===== src/rtl/riscv_pkg.sv =====
// riscv_pkg: shared ALU opcodes, shifter FSM state type and latency helper.
package riscv_pkg;
  typedef enum logic [1:0] {IDLE, SHIFT, DONE} slli_state_t;
  localparam logic [3:0] ALU_SLL = 4'b1001;
  localparam logic [3:0] ALU_SRL = 4'b1010;
  function automatic int slli_latency(input int shamt, input int step);
    return 1 + (shamt + step - 1) / step;
  endfunction
endpackage


===== src/rtl/sll_step.sv =====
// sll_step: zero-fill left shift of operand by k bits (k bounded by STEP upstream).
module sll_step #(
  parameter int DATA_WIDTH = 32,
  parameter int KW = 6
) (
  input  logic [DATA_WIDTH-1:0] operand_i,
  input  logic [KW-1:0]         k_i,
  output logic [DATA_WIDTH-1:0] result_o
);
  assign result_o = operand_i << k_i;
endmodule


===== src/rtl/slli_seq_unit.sv =====
// slli_seq_unit: multi-cycle SLL/SLLI, shifts at most STEP bits per clock behind valid/ready.
module slli_seq_unit
  import riscv_pkg::*;
#(
  parameter int DATA_WIDTH  = 32,
  parameter int SHAMT_WIDTH = 5,
  parameter int STEP        = 1
) (
  input  logic                  clk,
  input  logic                  reset,
  input  logic                  flush,
  input  logic                  in_valid,
  output logic                  in_ready,
  input  logic [DATA_WIDTH-1:0] SrcA,
  input  logic [DATA_WIDTH-1:0] Immediate,
  output logic                  out_valid,
  input  logic                  out_ready,
  output logic [DATA_WIDTH-1:0] Rd,
  output logic                  busy
);
  // one extra bit so STEP == DATA_WIDTH is representable in the step count
  localparam int RW = SHAMT_WIDTH + 1;
  localparam logic [RW-1:0] STEP_R = RW'(STEP);
  slli_state_t state_q, state_d;
  logic [DATA_WIDTH-1:0] rd_q, rd_d, shifted;
  logic [RW-1:0] rem_q, rem_d, k, rem_left;
  logic [SHAMT_WIDTH-1:0] shamt;
  sll_step #(.DATA_WIDTH(DATA_WIDTH), .KW(RW)) u_step (
    .operand_i(rd_q),
    .k_i(k),
    .result_o(shifted)
  );
  assign shamt = Immediate[SHAMT_WIDTH-1:0];
  assign k = rem_q < STEP_R ? rem_q : STEP_R;
  assign rem_left = rem_q - k;
  assign in_ready = state_q == IDLE && !reset;
  assign out_valid = state_q == DONE;
  assign busy = state_q != IDLE;
  assign Rd = rd_q;
  always_comb begin
    state_d = state_q;
    rd_d = rd_q;
    rem_d = rem_q;
    if (flush) state_d = IDLE;
    else
      case (state_q)
        IDLE: if (in_valid) begin
          rd_d = SrcA;
          rem_d = {1'b0, shamt};
          state_d = shamt == '0 ? DONE : SHIFT;
        end
        SHIFT: begin
          rd_d = shifted;
          rem_d = rem_left;
          state_d = rem_left == '0 ? DONE : SHIFT;
        end
        DONE: state_d = out_ready ? IDLE : DONE;
        default: state_d = IDLE;
      endcase
  end
  always_ff @(posedge clk) begin
    if (reset) begin
      state_q <= IDLE;
      rd_q <= '0;
      rem_q <= '0;
    end else begin
      state_q <= state_d;
      rd_q <= rd_d;
      rem_q <= rem_d;
    end
  end
endmodule


===== config.mk =====
export PLATFORM = sky130hd
export DESIGN_NAME = slli_seq_unit
export DESIGN_NICKNAME = d
export VERILOG_FILES = /design/src/rtl/riscv_pkg.sv /design/src/rtl/sll_step.sv /design/src/rtl/slli_seq_unit.sv
export SDC_FILE = /design/constraint.sdc
export NUM_CORES = 1
export LEC_CHECK = 0
export CORE_MARGIN = 2
export CORE_UTILIZATION = 35
export CTS_CLUSTER_DIAMETER = 60
export DETAILED_ROUTE_END_ITERATION = 6
export PLACE_DENSITY = 0.73
export RECOVER_POWER = 100
export SETUP_SLACK_MARGIN = 0.05
export SKIP_CTS_REPAIR_TIMING = 1
export SYNTH_ARGS = -nofsm -noshare
export SYNTH_HDL_FRONTEND = slang
export SYNTH_SLANG_ARGS = --single-unit
export TNS_END_PERCENT = 1

===== constraint.sdc =====
create_clock -name clk -period 2 [get_ports clk]
set_clock_uncertainty 0.1 [all_clocks]
set_input_delay 0.2 -clock clk [delete_from_list [all_inputs] [get_ports clk]]
set_output_delay 0.2 -clock clk [all_outputs]
set_load 0.02 [all_outputs]

**Word-level counts from Yosys, hierarchy flattened**

Cells that the tools add are included.

- Bits in registers: 40
- Bits in latches: 0
- RAM bits: 0
- Memory bits (read-only): 0
- Input port bits: 69
- Output and inout port bits: 35
- Word-level logic and storage cells: 29
- Memories: 0

- Add/sub/neg operators: 1
- Multiply operators: 0
- Div/mod/pow operators: 0
- $lt $le $gt $ge: 1
- Eq/ne operators: 3
- Shifts and indexed selects: 1
- Muxes and demuxes: 10
- Bitwise operators: 1
- Reduce and logical (&&, ||, !) cells: 9

Operators by type and width:

| operator | count |
|---|---|
| $pmux 32 s2 | 1 |
| $mux 32 | 1 |
| $shl 32x6->32 | 1 |
| $mux 6 | 2 |
| $pmux 6 s2 | 1 |
| $mux 2 | 4 |
| $logic_not 6->1 | 1 |
| $lt 6x1->1 const B | 1 |
| $pmux 2 s3 | 1 |
| $sub 6x6->6 | 1 |
| $logic_not 5->1 | 1 |
| $reduce_bool 2->1 | 2 |
| $reduce_and 3->1 | 1 |
| $eq 2x1->1 const B | 1 |
| $eq 2x2->1 const B | 1 |
| $logic_not 2->1 | 1 |
| $ne 2x2->1 const B | 1 |
| $reduce_or 2->1 | 1 |
| $logic_and 1x1->1 | 1 |
| $logic_not 1->1 | 1 |
| $not 1->1 | 1 |

**Depth between registers and ports, before layout**

- Word-level depth: 6
- Depth in mapped cells: 9
- Depth with buffers taken out: 8

**Hierarchy**

From an unflattened synthesis, not the netlist that was laid out.

- Cell total of the unflattened synthesis: 514
- Area total of the unflattened synthesis: 3997.6 µm²

By module, submodules not included:

| module | instances | cells each | area an instance (µm²) | sequential area each (µm²) |
|---|---|---|---|---|
| sll_step | 1 | 255 | 2028.2 | 0.0 |
| slli_seq_unit | 1 | 259 | 1969.4 | 800.8 |

**Worst setup path after synthesis**

Ideal clock, no wire load.

- Kind: reg2reg
- Start point: register rem_q[0]
- End point: register state_q[1]
- Library setup time: 64 ps
- Data arrival time: 2036 ps
- Data required time: 1836 ps
- Setup slack: -200 ps
- Cell stages (with the launch flop): 10
- Path buffers: 1
- Period minus slack after synthesis: 2200 ps
- Path through: dfxtp_1 clkbuf_2 or4_1 nor3_1 or2_2 ha_1 mux2_2 a32oi_1 o32a_1 nor2_1

- Longest elaborated chain between the ends: 6

Ends and longest elaborated chain:

| element | RTL line | text |
|---|---|---|
| from (decl) | slli_seq_unit.sv:26 | `logic [RW-1:0] rem_q, rem_d, k, rem_left;` |
| from (signal assigned) | slli_seq_unit.sv:69 | `rem_q <= rem_d;` |
| $lt 6x1->1 | slli_seq_unit.sv:34 | `assign k = rem_q < STEP_R ? rem_q : STEP_R;` |
| $mux 6 | slli_seq_unit.sv:34 |  |
| $sub 6x6->6 (*) | slli_seq_unit.sv:35 | `assign rem_left = rem_q - k;` |
| $logic_not 6->1 (*) | slli_seq_unit.sv:55 | `state_d = rem_left == '0 ? DONE : SHIFT;` |
| $mux 2 (*) | slli_seq_unit.sv:55 |  |
| $pmux 2 s3 (*) | slli_seq_unit.sv:46 | `case (state_q)` |
| to (signal assigned) | slli_seq_unit.sv:67 | `state_q <= state_d;` |
| to (decl) | slli_seq_unit.sv:24 | `slli_state_t state_q, state_d;` |

Every way passes the cells marked *; elsewhere a longest branch is shown, timed or not.
A chain may end at the register's enable or synchronous reset.

**Worst setup path in the final report**

- Start point: register rem_q[1]
- End point: register state_q[1]

The elaborated chain is that of the path after synthesis.

==> metrics.yaml <==
clocking:
  clockBufferDepth: 2
  clkTransAtPathRegs_ns: 0.09
  cts-htree-levels: 2
  clk_latency_ns: 0.29
  cts_made_buffers: 5
  cts_tree: "yes"
  cts_sinks: 40
  cts-root-buf: "clkbuf_8"
worst_setup_path:
  path_class: "reg -> reg"
  crit_arrival_ns: 2.34
  crit_path_max_fanout: 2
  crit_start: "rem_q[1]"
  r2r_slack_ns: -0.20
  crit_buf_inv: 0
  worstPathRequired_ns: 2.14
  endpoint: "state_q[1]"
  r2r_start: "rem_q[1]"
  path_cells: "or4_4, nor3_4, or2_4, ha_4, nand4b_1, o32a_1, nor2_1"
  reg2reg_depth: 7
  endpoint_kind: "register"
  cp_num_cells: 7
  critPathLaunchType: "register"
  max_stage_delay_ns: 0.55
  crit_path_top_delay_cell: "or4_4"
  r2r-end: "state_q[1]"
  crit_family: "simple AND/OR/NAND/NOR gates"
pwr:
  total_power_mw: 2.20
  leakagePower_nw: 1.27
  irDropWorstVdd_v: 0.000320
  powerDensity_mw_per_mm2: 708
synthesis:
  syn-instance-count: 250
  synth_nets: 320
  synth-edff-count: 0
  ys_ff_latch: 40
  yosysTopAreaCell: "dfxtp_1"
  ys_async_sr_fraction_pct: 0
  synth_area_per_cell_um2: 8.43
  synth_seq_area_share_pct: 38.0
  synth_cell_types: 41
  synth_flop_cell: "dfxtp_1"
  synthTopCellsByArea: "dfxtp_1 (38%), nor2_1 (19%), nor4_2 (18%)"
  synth_area_mm2: 0.00211
  yosys_warnings: 0
  synth_top_area_share_pct: 38.0
sta:
  setup-violations-final: 2
  fmax_ghz: 0.454
  slew_headroom_pct: 59.7
  worst_slack_ns: -0.205
  slew_viol_final: 0
  worst_slew_pin_slew_ns: 0.602
  finalCritPeriodShare_pct: 110
  hold_ws_ns: 0.0868
  fin_crit_ns: 2.20
  finalHoldViolations: 0
  rsz0062_at_grt: "yes"
floorplan:
  core_mm2: 0.00589
  die-area_mm2: 0.00666
  io_pins: 104
  die_h_um: 81.6
  rows: 28
  die_w_um: 81.6
  initial_core_util_pct: 35.8
global_route:
  antenna_found_initial: 0
  grt_usage_pct: 16.8
  grt_first_pass_wirelength_um: 8800
  grt_pass1_vias: 1910
  grt.overflow.total: 0
  grt_max_degree: 35
final_layout:
  layout-drive-gt1-share_pct: 21.1
  fin_area_mm2: 0.00310
  fin_nets: 401
  syn_to_final_growth_pct: 47.3
  diodes: 0
  fillCellCount: 590
  instances_no_fill: 407
drt:
  drc_errors: 0
  dr.pass1.iters: 4
  vias: 2033
  finalWirelength_um: 5480
  antenna_left: 0
  drt_iter0_markers: 74
  vias_per_cell: 5.00
  drt-wirelength-per-cell_um: 13.5
place:
  io_buffers: 76
  dpl.cell_count: 398
  placed_cell_area_mm2: 0.00297
  gp_congestion: 0.859
  dp_hpwl_um: 3840
outcome:
  status: "complete, but fails checks"
  violations: "setup timing"
job:
  max-cap-violations: 0
hold_path:
  hold_path.class: "in -> reg"
## placed cells by master (no fill, tap or decap), types with 2 or more instances in the layout
cell and n:
a21oi_1 2, a21oi_2 2, and2_1 2, buf_4 14, clkbuf_8 5, clkdlybuf4s50_1 42
dfxtp_1 39, dlygate4sd3_1 32, inv_1 3, nand2_1 5, nand2b_1 4, nor2_1 104
nor2b_1 2, nor3_1 2, nor4_1 3, nor4_2 30, o211ai_1 2, o21ai_0 2
o21ai_1 2, o31a_1 2, or2_2 2
## metrics by stage
stage | setup slack (ns) | setup TNS, ns | utilization [%]
detailed placement | -0.132 | -0.181 | 50.4
CTS | -0.159 | -0.293 | 52.3
global placement | -0.0913 | -0.107 | 50.4
floorplan | -0.130 | -0.142 | -
finish | -0.205 | -0.212 | 52.7
global route | -0.277 | -1.43 | 52.7
## state kept, by name, indices dropped and copies added, names as in the netlist
name	count
Rd	32
rem_q	6
state_q	2
## Yosys cell counts, types with 2 or more instances
cell      instances
nor2_1          104
dfxtp_1          40
nor4_2           30
buf_2             7
buf_6             6
nand2_1           5
nand2b_1          4
o21ai_0           4
a21oi_1           3
inv_1             3
nor3_1            3
nor4_1            3
or2_2             3
and2_1            2
buf_1             2
clkbuf_1          2
nor2b_1           2
o211ai_1          2
o31a_1            2
or4_1             2
## cell families (layout without fill, tap and decap cells)
logic type               after synthesis  in the layout  share of synthesized area [%]
AND/OR/NAND/NOR                      166            166                           46.3
buffers and inverters                 21            103                           6.35
flip-flops                            40             40                           38.0
AO/OA/AOI/OAI                         21             21                           8.20
multiplexers                           1              1                          0.534
adder cells (fa/ha/maj)                1              1                          0.594
## worst register-to-register path: cells and delay by family, from the launching register on
| family | cells | cell delay [ns] |
|---|---|---|
| flip-flops | 1 | 0.32 |
| AND/OR/NAND/NOR | 5 | 1.19 |
| AO/OA/AOI/OAI | 1 | 0.36 |
| adder cells (fa/ha/maj) | 1 | 0.19 |
## how the worst min path moves through the flow
stage	cells after the start	to	startpoint	slack (ns)
after floorplan	2	Rd[0]	SrcA[0]	0.25
after global placement	1	rem_q[5]	rem_q[5]	0.39
after detailed placement	2	Rd[0]	reset	0.39
after CTS	2	Rd[0]	reset	0.07
after global routing	2	Rd[0]	reset	0.09
final	2	Rd[0]	reset	0.09
## cell type report
type | count | area [um2] | share of cell area, %
well taps | 75 | 93.8 | 3.02
clock buffers | 5 | 68.8 | 2.22
clock inverters | 3 | 42.5 | 1.37
inverters | 3 | 11.3 | 0.363
multi-input cells | 189 | 1220 | 39.3
flip-flops and latches | 40 | 802 | 25.8
repair buffers | 92 | 867 | 27.9
## report_power, final
group / switching [mW] / internal (mW)
logic: 0.314 / 0.306
registers: 0.0463 / 0.862
clock network: 0.301 / 0.370
total: 0.662 / 1.54
## per-layer routing
metal  vias up  global-route usage [%]  wire length (um)
met5         -                       0                 0
met4         0                    4.17                49
met3         7                    4.62               385
met2        62                    28.3              2580
met1       945                    21.3              2470
li1       1019                       -                 -
Note: power is estimated with default switching activity, not from simulation.
